[src/rtl/fx_cmd_parser.sv]
// fx_cmd_parser: decodes host command packets into fx bus write/read bursts
module fx_cmd_parser #(
    parameter int RD_LAT  = 1,
    parameter int TIMEOUT = 65535
) (
    input  logic        clk_sys,
    input  logic        rst_n,
    input  logic [5:0]  dev_id,
    input  logic [7:0]  rx_data,
    input  logic        rx_vld,
    output logic        rx_rdy,
    output logic [7:0]  tx_data,
    output logic        tx_vld,
    input  logic        tx_rdy,
    output logic [21:0] fx_waddr,
    output logic        fx_wr,
    output logic [7:0]  fx_data,
    output logic        fx_rd,
    output logic [21:0] fx_raddr,
    input  logic [7:0]  fx_q,
    output logic        busy,
    output logic [7:0]  err_cnt
);
    typedef enum logic [3:0] {IDLE, DEV, ADR2, ADR1, ADR0, LEN, WDAT, RISSUE, RWAIT, RSEND} state_t;
    state_t state, state_nxt;
    logic        accept, err, match, is_wr, op_ok, timed;
    logic [21:0] addr;
    logic [8:0]  cnt;
    logic [15:0] tmo;
    logic [2:0]  lat;
    assign accept = rx_vld & rx_rdy;
    assign busy   = state != IDLE;
    assign op_ok  = rx_data == 8'h57 || rx_data == 8'h52;
    assign timed  = state inside {DEV, ADR2, ADR1, ADR0, LEN, WDAT};
    // state register
    always_ff @(posedge clk_sys or negedge rst_n) begin
        if (!rst_n) state <= IDLE;
        else        state <= state_nxt;
    end
    // next state and error pulse; a stalled packet aborts back to IDLE
    always_comb begin
        state_nxt = state;
        err       = 1'b0;
        case (state)
            IDLE: if (accept) begin
                state_nxt = op_ok ? DEV : IDLE;
                err       = !op_ok;
            end
            DEV: if (accept) begin
                state_nxt = rx_data[7:6] == 2'b00 ? ADR2 : IDLE;
                err       = rx_data[7:6] != 2'b00;
            end
            ADR2:    state_nxt = accept ? ADR1 : ADR2;
            ADR1:    state_nxt = accept ? ADR0 : ADR1;
            ADR0:    state_nxt = accept ? LEN : ADR0;
            LEN:     if (accept) state_nxt = is_wr ? WDAT : (match ? RISSUE : IDLE);
            WDAT:    if (accept && cnt == 9'd1) state_nxt = IDLE;
            RISSUE:  state_nxt = RWAIT;
            RWAIT:   if (lat == 3'(RD_LAT)) state_nxt = RSEND;
            RSEND:   if (tx_rdy) state_nxt = cnt == 9'd1 ? IDLE : RISSUE;
            default: state_nxt = IDLE;
        endcase
        if (timed && !accept && tmo == 16'(TIMEOUT - 1)) begin
            state_nxt = IDLE;
            err       = 1'b1;
        end
    end
    // datapath: header capture, write strobes, read issue/capture/return, error count
    always_ff @(posedge clk_sys or negedge rst_n) begin
        if (!rst_n) begin
            rx_rdy   <= 1'b0;
            tx_data  <= '0;
            tx_vld   <= 1'b0;
            fx_waddr <= '0;
            fx_wr    <= 1'b0;
            fx_data  <= '0;
            fx_rd    <= 1'b0;
            fx_raddr <= '0;
            err_cnt  <= '0;
            match    <= 1'b0;
            is_wr    <= 1'b0;
            addr     <= '0;
            cnt      <= '0;
            tmo      <= '0;
            lat      <= '0;
        end else begin
            rx_rdy  <= state_nxt inside {IDLE, DEV, ADR2, ADR1, ADR0, LEN, WDAT};
            fx_wr   <= 1'b0;
            fx_rd   <= 1'b0;
            err_cnt <= (err && err_cnt != 8'hFF) ? err_cnt + 8'd1 : err_cnt;
            tmo     <= (accept || !(state_nxt inside {DEV, ADR2, ADR1, ADR0, LEN, WDAT})) ? '0 : tmo + 16'd1;
            case (state)
                IDLE: if (accept) is_wr <= rx_data == 8'h57;
                DEV:  if (accept) match <= rx_data[5:0] == dev_id;
                ADR2: if (accept) addr[21:16] <= rx_data[5:0];
                ADR1: if (accept) addr[15:8] <= rx_data;
                ADR0: if (accept) addr[7:0] <= rx_data;
                LEN:  if (accept) cnt <= {rx_data == 8'h00, rx_data};
                WDAT: if (accept) begin
                    fx_wr <= match;
                    if (match) begin
                        fx_data  <= rx_data;
                        fx_waddr <= addr;
                    end
                    addr <= addr + 22'd1;
                    cnt  <= cnt - 9'd1;
                end
                RISSUE: begin
                    fx_rd    <= 1'b1;
                    fx_raddr <= addr;
                    lat      <= '0;
                end
                RWAIT: begin
                    lat <= lat + 3'd1;
                    if (state_nxt == RSEND) begin
                        tx_data <= fx_q;
                        tx_vld  <= 1'b1;
                    end
                end
                RSEND: if (tx_rdy) begin
                    tx_vld <= 1'b0;
                    addr   <= addr + 22'd1;
                    cnt    <= cnt - 9'd1;
                end
                default: ;
            endcase
        end
    end
endmodule

[config.mk]
export PLATFORM = sky130hd
export DESIGN_NAME = fx_cmd_parser
export DESIGN_NICKNAME = d
export VERILOG_FILES = /design/src/rtl/fx_cmd_parser.sv
export SDC_FILE = /design/constraint.sdc
export NUM_CORES = 1
export LEC_CHECK = 0
export CAP_MARGIN = 20
export CORE_MARGIN = 10
export CORE_UTILIZATION = 49
export CTS_CLUSTER_DIAMETER = 200
export DETAILED_ROUTE_END_ITERATION = 12
export GPL_TIMING_DRIVEN = 0
export PLACE_DENSITY = 0.84
export SLEW_MARGIN = 20
export SYNTH_ARGS = -nofsm -noshare
export SYNTH_HDL_FRONTEND = slang
export SYNTH_SLANG_ARGS = --single-unit
[constraint.sdc]
create_clock -name clk_sys -period 2.46 [get_ports clk_sys]
set_clock_uncertainty 0.1 [all_clocks]
set_input_delay 0.615 -clock clk_sys [delete_from_list [all_inputs] [get_ports clk_sys]]
set_output_delay 0.615 -clock clk_sys [all_outputs]
set_load 0.005 [all_outputs]
Yosys cells after proc, flatten, opt, wreduce, memory -nomap -nowiden. Cells that the tools add are included.

Register bits: 128. Input port bits: 26.

Add/sub/neg operators: 5. Eq/ne operators: 30. Multiplexer cells: 39. Bitwise gates (word level): 1. Reduce and logical (&&, ||, !) cells: 33.

Operators with widths (number): $pmux W8 S3 (2); $mux W22 (2); $pmux W4 S10 (1); $eq A4 B3 Y1 const B (7); $mux W4 (7); $mux W9 (3); $pmux W9 S3 (1); $add A22 B1 Y22 const B (1); $pmux W6 S3 (1); $add A16 B1 Y16 const B (1); $eq A16 B16 Y1 const B (1); $eq A4 B2 Y1 const B (4); $eq A8 B7 Y1 const B (2); $mux W16 (1); $reduce_and A4 Y1 (4); $ne A2 B2 Y1 const B (7); $eq A4 B4 Y1 const B (3); $mux W3 (4); $reduce_bool A3 Y1 (4); $reduce_bool A6 Y1 (2); $mux W1 (11); $eq A9 B1 Y1 const B (1); $sub A9 B1 Y9 const B (1); $add A8 B1 Y8 const B (1); 22 further kinds (36).

Longest topological paths before layout. Gate-level depths: netlist of the first run.

Depth after elaboration: 11. Depth in mapped cells: 9. Gate-level depth less buffers: 8.

Worst setup path after synthesis of the first run. Ideal clock, no wire load.

Kind: in2reg. Start point: input rx_data[0]. End point: register tmo[7]. Library setup time: 69 ps. Arrival: 2268 ps. Required time: 2291 ps. Slack: 24 ps. Cell stages on the path: 7. Buffers on the path: 2. Cells stage by stage: clkbuf_1 > xor2_1 > o311ai_0 > or2_2 > a2111o_1 > buf_6 > nor2_2.

Word-level cells in the longest chain between the ends: 11.

RTL lines: from (decl) (line 9) `input logic [7:0] rx_data,`; $eq A8 B7 Y1 (line 33) `assign op_ok = rx_data == 8'h57 || rx_data == 8'h52;`; $logic_or A1 B1 Y1 * (line 33); $mux W1 * (line 46) `state_nxt = op_ok ? DEV : IDLE;`; $mux W4 * (line 45) `IDLE: if (accept) begin`; $pmux W4 S10 * (line 44) `case (state)`; $mux W4 * (line 63) `if (timed && !accept && tmo == 16'(TIMEOUT - 1)) begin`; $eq A4 B1 Y1, or another cell as far along (line 91) `tmo <= (accept || !(state_nxt inside {DEV, ADR2, ADR1, ADR0, LEN, WDAT})) ? '0 : tmo + 16'd1;`; $reduce_bool A6 Y1 * (line 91); $logic_not A1 Y1 * (line 91); $logic_or A1 B1 Y1 * (line 91); $mux W16 * (line 91); to (signal assigned) (line 91); to (decl) (line 29) `logic [15:0] tmo;`.

Mark *: on every way between the ends. The rest lies on a longest branch, timed or not. A chain may end at the register's enable or synchronous reset.

Worst setup path after layout of the first run.
Start point: register cnt[1]. End point: register tmo[10].

Word-level cells in the longest chain between the ends: 10.

RTL lines: from (decl) (line 28) `logic [8:0] cnt;`; from (signal assigned) (line 98) `LEN: if (accept) cnt <= {rx_data == 8'h00, rx_data};`; from (signal assigned) (line 106) `cnt <= cnt - 9'd1;`; from (signal assigned) (line 123) `cnt <= cnt - 9'd1;`; $eq A9 B1 Y1 * (line 57, 60); $mux W3 or $logic_and A1 B1 Y1 (tied branches) (line 60, 57); $mux W4 (on tied branches) (line 60, 57); $pmux W4 S10 * (line 44); $mux W4 * (line 63); $eq A4 B1 Y1, or another cell as far along (line 91); $reduce_bool A6 Y1 * (line 91); $logic_not A1 Y1 * (line 91); $logic_or A1 B1 Y1 * (line 91); $mux W16 * (line 91).

Marks and branches as above.

==> impl_metrics.toml, run 1 <==
[final_layout]
antenna_cells = 0
mostFrequentLayoutCells = "dfrtp_1, nand2_1, clkdlybuf4s50_1, a21oi_1"
fillerInstances = 969
fin_cells = 957
area_growth_pct = 31.7
final_common_cell = "dfrtp_1"
nets = 808
fin_util = 0.657
drive_above_1_share = 0.187

[logic_synthesis]
async_reset_ff_frac = 1.00
synthDistinctLibCells = 56
synth-main-ff-cell = "dfrtp_1"
syn_inst = 648
synth_edf_count = 0
synth_nets = 682
syn_area_per_cell_um2 = 9.71
synth-seq-cells = 128
yosysSeqAreaShare = 0.509
synth_area_um2 = 6290
synth-warning-count = 0

[clock_network]
holdBufCountCts = 0
cts_root_buffer = "clkbuf_16"
insertion_delay_ns = 0.43
cts_tree = "done"
h-tree-depth = 4
cts_inserted_buffers = 17
path_clk_slew_ns = 0.06
clkSinkCount = 128
clockBufferDepth = 2

[status]
violations = "negative setup slack"
status = "finished with violations"

[placed_design]
dp_hpwl_um = 12200
io_buffers = 94
placedCellCount = 915
gp_congestion = 0.947

[global_route]
grt_pass1_wl_um = 29000
grt_overflow_total = 0
track_usage = 0.198
grt_pass1_vias = 5728
antenna_found_initial = 0
grt_max_degree = 80

[floorplan]
start_util = 0.499
fp.dieH_um = 133
die_w_um = 133
rows = 41
dieArea_um2 = 17800
core_um2 = 12600
ios = 99

[pwr]
leakage_nw = 3.65
powerDensity_nw_per_um2 = 948
vdd_drop_max_mv = 0.620

[timing]
finalCriticalPeriod_ns = 2.50
final_max_slew_viol_count = 0
tightest_slew_ns = 0.654
rsz0062_at_grt = "yes"
setup_ws_ns = -0.0366
slew_headroom = 0.562
max_freq_mhz = 401
finalHoldViolCount = 0
setup_viol = 11
post-route-period-util = 1.01

[setup_path]
reg2reg_setup_slack_ns = -0.04
cp.required_ns = 2.72
worstRegToRegCells = 10
rr_endpoint = "tmo[10]"
cp.arrival_ns = 2.76
cp_max_fo = 6
path_class = "reg2reg"
worst_setup_path_start_kind = "register"
rr_startpoint = "cnt[1]"
cp-end-kind = "register"

[hold_path]
hp-class = "in2async"

[route]
wirelength_um = 17600
via_count = 5671
viasPerCell = 5.93
drt-wirelength-per-cell_um = 18.4
drt_iter0_drc = 467
ant_nets = 0
drcViolationCount = 0
first_pass_iters = 6

[job]
cap_violations = 0
[cells in the mapped netlist, types with 2 or more instances]
library cell / count / share of area
dfrtp_1: 128 / 0.51
a31oi_1: 9 / 0.0089
xnor2_1: 9 / 0.013
xor2_1: 17 / 0.024
mux2_2: 41 / 0.073
o22a_1: 6 / 0.0083
o21a_1: 4 / 0.0048
nand2b_1: 5 / 0.0050
o21ai_0: 25 / 0.020
nor4_1: 7 / 0.0070
o31ai_1: 6 / 0.0072
a21o_1: 3 / 0.0036
nand2_1: 122 / 0.073
o2111ai_1: 2 / 0.0028
and3_1: 9 / 0.0089
clkbuf_1: 22 / 0.013
nand3b_1: 3 / 0.0036
or3_1: 2 / 0.0020
nand3_1: 26 / 0.021
nor2_2: 10 / 0.0099
nor2_1: 44 / 0.026
o22ai_1: 9 / 0.0089
nor4b_1: 3 / 0.0042
a221oi_1: 2 / 0.0028
inv_1: 11 / 0.0066
buf_2: 7 / 0.0056
and4_1: 3 / 0.0042
a21oi_1: 43 / 0.034
a22o_1: 6 / 0.0083
nor3_1: 7 / 0.0056
a31o_2: 3 / 0.0042
or2_2: 2 / 0.0020
a21boi_0: 2 / 0.0024
nand4_1: 9 / 0.0089
nor2b_1: 12 / 0.012
ha_1: 8 / 0.016
nor4bb_1: 2 / 0.0032
[metrics by stage]
step | TNS, ns | hold WS, ns | total power (W) | worst slack [ns] | cell area (µm²)
floorplan | 0 | 0.219 | 0.00425 | 0.0237 | 6290
global placement | -576.13 | 0.363 | 0.00511 | -4.22 | 7450
detailed placement | -42.12 | 0.366 | 0.00526 | -0.852 | 7480
CTS | -0.755 | 0.0538 | 0.00770 | -0.0766 | 8130
global route | -1.55 | 0.0705 | 0.00827 | -0.114 | 8290
finish | -0.145 | 0.0370 | 0.00785 | -0.0366 | 8290
[power by group]
part	internal, W	switching (W)
combinational	0.00113	0.00116
clock	0.00142	0.000930
sequential	0.00261	0.000600
total	0.00516	0.00269
[kinds of logic (layout without fill, tap and decap cells)]
family | Yosys count | after routing | synth area share
and+or+nand+nor | 271 | 271 | 0.203
AOI/OAI and AO/OA | 133 | 133 | 0.135
DFF | 128 | 128 | 0.509
muxes | 41 | 41 | 0.0734
buffers and inverters | 41 | 178 | 0.0270
xor gates and xnor gates | 26 | 26 | 0.0362
adders and majority gates | 8 | 8 | 0.0159
[flip-flops by register name, summed over array words and instances (netlist names)]
register  count
addr         22
cnt           9
err_cnt       8
fx_data       8
fx_raddr     22
fx_rd         1
fx_waddr     22
fx_wr         1
is_wr         1
lat           3
match         1
rx_rdy        1
state         4
tmo          16
tx_data       8
tx_vld        1
[worst max path at each step]
stage	start	to	slack [ns]	cells past startpoint
final	cnt[1]	tmo[10]	-0.04	10
after detailed placement	rx_data[6]	tmo[9]	-0.85	8
after global routing	state[1]	tmo[6]	-0.11	7
after CTS	state[3]	busy	-0.08	4
after global placement	rst_n	fx_waddr[1]	-4.22	1
after floorplan	rx_data[0]	tmo[7]	0.02	7
[per-layer routing]
layer	wire, µm	share of wire	up-vias	GRT usage
li1	-	-	2539	-
met1	6960	0.40	2795	0.240
met2	8490	0.48	271	0.314
met3	1540	0.088	66	0.0602
met4	600	0.034	0	0.0961
met5	0	0	-	0
[critical path, stage by stage (launching register included)]
cell,delay [ns]
dfrtp_1,0.41
inv_2,0.08
ha_2,0.17
nor4b_4,0.20
buf_4,0.14
and3_1,0.20
o221ai_4,0.15
nor2b_1,0.17
a2111o_1,0.48
buf_4,0.21
nor2_2,0.10
[final cells by class]
type | count | area (µm²) | share of cell area
plain buffers | 30 | 163 | 0.0196
clock buffers | 20 | 457 | 0.0551
clock inverters | 10 | 90.1 | 0.0109
inverters | 11 | 41.3 | 0.00498
multi-input cells | 479 | 3060 | 0.369
flip-flops and latches | 128 | 3210 | 0.387
well taps | 172 | 215 | 0.0260
repair buffers | 107 | 1050 | 0.127
[repair_timing]
item                                   4_1_cts  5_1_grt
setup endpoints to repair                   78      100
resized for setup                           20       50
cloned                                       0        1
endpoints found under the hold margin        0        0
pin swaps                                    2        6
buffers inserted                             7        4
Note: power is estimated with default switching activity, not from simulation.
==> run 2, diff against run 1 <==
- CORE_UTILIZATION: 49 -> 40
- MAX_ROUTING_LAYER: unset -> met4
- PLACE_DENSITY: 0.84 -> 0.72
==> impl_metrics.toml, run 2 (synthesis results as in run 1) <==
[floorplan]
die_w_um = 145
rows = 45
dieArea_um2 = 21200
start_util = 0.411
core_um2 = 15300
ios = 99
fp.dieH_um = 145

[route]
viasPerCell = 5.31
first_pass_iters = 5
via_count = 5283
drt-wirelength-per-cell_um = 17.1
wirelength_um = 17000
drcViolationCount = 0
ant_nets = 0
drt_iter0_drc = 341

[placed_design]
gp_congestion = 0.899
placedCellCount = 955
io_buffers = 94
preCtsSetupSlack_ns = -0.944
dp_hpwl_um = 11900

[pwr]
p_switching_w = 0.00263
vdd_drop_max_mv = 0.489
power.internal_w = 0.00526
swShare = 0.333
comb_power_share = 0.273
powerDensity_nw_per_um2 = 947
leakage_nw = 3.62
p_clk_frac = 0.324
seqPwrFrac = 0.403

[setup_path]
rr_startpoint = "state[0]"
path_class = "in2reg"
cp-end-kind = "register"
cp_max_fo = 8
worst_setup_path_start_kind = "input port"
cp.arrival_ns = 2.69
crit_path_start = "rx_data[4]"
cp.required_ns = 2.72

[final_layout]
mostFrequentLayoutCells = "dfrtp_1, nand2_1, clkdlybuf4s50_1, a21oi_1"
fin_util = 0.544
reg.largest.list = "addr (22), fx_raddr (22), fx_waddr (22)"
final_common_cell = "dfrtp_1"
drive_above_1_share = 0.184
nets = 804
area_growth_pct = 32.4
fin_cells = 995

[global_route]
grt_pass1_vias = 5120
antenna_found_initial = 1
grt_pass1_wl_um = 27400
track_usage = 0.164
grt_overflow_total = 0
grt_max_degree = 96

[clock_network]
cts_tree = "done"
path_clk_slew_ns = 0.06
cts_root_buffer = "clkbuf_16"
insertion_delay_ns = 0.43
cts_inserted_buffers = 17
clkSinkCount = 128
h-tree-depth = 4
clockBufferDepth = 2

[timing]
post-route-period-util = 0.986
final_max_slew_viol_count = 0
rsz0062_at_grt = "yes"
max_freq_mhz = 412
finalHoldViolCount = 0
setup_tns_ns = 0
tightest_slew_ns = 0.695
setup_ws_ns = 0.0347
whs_ns = 0.372
slew_headroom = 0.535
finalCriticalPeriod_ns = 2.43
setup_viol = 0

[hold_path]
hp-class = "reg2reg"
hp-start = "fx_raddr[12]"

[job]
cap_violations = 0

[status]
status = "finished clean"
-- run 2: per-layer routing --
layer,up-vias,GRT usage,part of all wire
li1,2540,-,-
met1,2549,0.205,0.45
met2,168,0.247,0.47
met3,26,0.0459,0.061
met4,0,0.0642,0.016
met5,-,-,0
-- run 2: final timing paths --
kind	end	slack, ns	cells past startpoint
setup reg to reg	tmo[7]	0.05	8
min in group asynchronous	fx_data[0]	0.54	2
max in group asynchronous	cnt[7]	0.95	3
hold reg to reg	fx_raddr[12]	0.37	2
setup / recovery	tmo[7]	0.03	7
hold / removal	fx_raddr[12]	0.37	2
-- run 2: stage by stage --
stage / area [µm²] / total power, W
after floorplan: 6290 / 0.00425
after global placement: 7500 / 0.00516
after detailed placement: 7540 / 0.00522
after CTS: 8240 / 0.00787
after global routing: 8330 / 0.00835
final: 8330 / 0.00789
-- run 2: power by group through the flow --
stage	combinational [W]	clock (W)	sequential, W
global route	0.00240	0.00269	0.00327
floorplan	0.00120	0	0.00305
global placement	0.00200	0	0.00316
finish	0.00215	0.00255	0.00318
detailed placement	0.00203	0	0.00318
CTS	0.00211	0.00260	0.00316
-- run 2: critical path, cell delays in order --
cell and delay, ns:
clkbuf_1 0.44, nand4_1 0.32, o311ai_2 0.42, nor4b_1 0.10, a2111o_1 0.46, buf_2 0.21, nor2_2 0.11
-- run 2: cell type report --
| type | count | area, µm² |
|---|---|---|
| buffer | 30 | 155 |
| inverter | 11 | 41.3 |
| fill | 1394 | 6980 |
| timing repair buffer | 103 | 1020 |
| clock inverter | 11 | 131 |
| sequential | 128 | 3210 |
| tap | 211 | 264 |
| antenna | 1 | 2.50 |
| multi-input combinational | 479 | 3040 |
| clock buffer | 21 | 470 |
-- run 2: what timing repair did --
action | in CTS | in global routing
endpoints found under the hold margin | 33 | 0
pin swaps | 6 | 1
hold buffers | 1 | 0
setup buffers | 3 | 2
gates cloned | 0 | 1
endpoints found under the setup margin | 67 | 101
resized for setup | 29 | 34
==> run 3, diff against run 2 <==
- CORE_MARGIN: 10 -> 2
- CORE_UTILIZATION: 40 -> 49
- PLACE_DENSITY: 0.72 -> 0.84
==> impl_metrics.toml, run 3 (synthesis results as in run 1) <==
[floorplan]
core_um2 = 12600
fp.dieH_um = 117
dieArea_um2 = 13800
rows = 41
start_util = 0.501
ios = 99
die_w_um = 117

[route]
wirelength_um = 17700
drcViolationCount = 0
top_layer_used = "met4"
drt-wirelength-per-cell_um = 18.3
wl_met1_um = 7320
viasPerCell = 5.85
ant_nets = 0
route.met3.wl_um = 1250
wl_met2_um = 8680
drt_iter0_drc = 482
first_pass_iters = 5
via_count = 5667

[setup_path]
cp-end-kind = "register"
crit_path_start = "tmo[0]"
rr_startpoint = "tmo[0]"
worstRegToRegCells = 9
cp.required_ns = 2.72
cp_max_fo = 7
path_class = "reg2reg"
cp.arrival_ns = 2.74
worst_setup_path_start_kind = "register"

[timing]
rsz0062_at_grt = "yes"
setup_ws_ns = -0.0280
finalCriticalPeriod_ns = 2.49
slew_headroom = 0.483
post-route-period-util = 1.01
tightest_slew_ns = 0.772
final_max_slew_viol_count = 0
finalHoldViolCount = 0
setup_viol = 3
max_freq_mhz = 402

[status]
violations = "negative setup slack"
status = "finished with violations"

[final_layout]
nets = 818
multi_input_area_um2 = 3250
antenna_cells = 0
mostFrequentLayoutCells = "dfrtp_1, nand2_1, clkdlybuf4s50_1, a21oi_1, mux2_2"
fillerInstances = 915
drive_above_1_share = 0.218
reg.largest.list = "addr (22), fx_raddr (22), fx_waddr (22)"
seq_area_um2 = 3210
area_growth_pct = 37.8
final_common_cell = "dfrtp_1"
fin_util = 0.690

[placed_design]
preCtsSetupSlack_ns = -0.920
gp_congestion = 0.907
io_buffers = 94
dp_hpwl_um = 11700

[hold_path]
hp-class = "in2async"

[pwr]
leakage_nw = 3.82
vdd_drop_max_mv = 0.542
p_total_w = 0.00840
powerDensity_nw_per_um2 = 969

[clock_network]
cts_inserted_buffers = 17
insertion_delay_ns = 0.42
clockBufferDepth = 2
cts_root_buffer = "clkbuf_16"
path_clk_slew_ns = 0.06
clkSinkCount = 128
cts_tree = "done"
holdBufCountCts = 0
h-tree-depth = 4

[global_route]
track_usage = 0.263
grt_pass1_wl_um = 28400
grt_max_degree = 85
grt_overflow_total = 0
grt_pass1_vias = 5644
antenna_found_initial = 0

[job]
cap_violations = 0
run 3: through the flow:
stage               area (µm²)  TNS (ns)  hold WS, ns  instances
floorplan                 6290         0        0.219        648
detailed placement        7480    -42.73        0.364        915
global route              8670     -2.20       0.0425        969
finish                    8670   -0.0316       0.0156        969
global placement          7450   -579.11        0.363        914
CTS                       8210     -1.48       0.0290        951
run 3: worst paths after layout:
path                           endpoint  slack, ns
setup / recovery                 tmo[9]      -0.03
hold / removal                   tmo[6]       0.02
setup reg to reg                 tmo[9]      -0.03
hold reg to reg            fx_raddr[16]       0.38
max in group asynchronous        cnt[0]       1.47
min in group clk_sys       fx_raddr[16]       0.38
run 3: worst max-delay path: stages, from the launching register on:
cell       delay (ns)
dfrtp_1          0.48
inv_1            0.11
ha_1             0.16
nor2b_1          0.25
o2111ai_1        0.22
o21ai_4          0.20
nor2b_2          0.06
a2111o_1         0.54
buf_6            0.20
nor2_2           0.10
run 3: final cells by class:
cell class	instances	area share
Timing Repair Buffer	117	0.132
Tap cell	172	0.0248
Multi-Input combinational cell	479	0.375
Clock buffer	18	0.0495
Clock inverter	14	0.0234
Sequential cell	128	0.370
Buffer	30	0.0195
Inverter	11	0.00476
run 3: timing repair:
item / 4_1_cts / 5_1_grt
setup buffers: 4 / 17
resized for setup: 22 / 92
endpoints found under the hold margin: 0 / 0
cloned: 0 / 1
setup endpoints to repair: 79 / 102
pin swaps: 1 / 20
run 3: power breakdown:
| group | switching (W) | leakage, nW | internal [W] |
|---|---|---|---|
| Sequential | 0.000609 | 1.66 | 0.00261 |
| Combinational | 0.00126 | 1.85 | 0.00123 |
| Clock | 0.000986 | 0.306 | 0.00171 |
run 3: per-layer routing:
metal / GRT usage / vias up
li1: - / 2565
met1: 0.340 / 2782
met2: 0.403 / 271
met3: 0.0584 / 49
met4: 0.107 / 0
met5: - / -
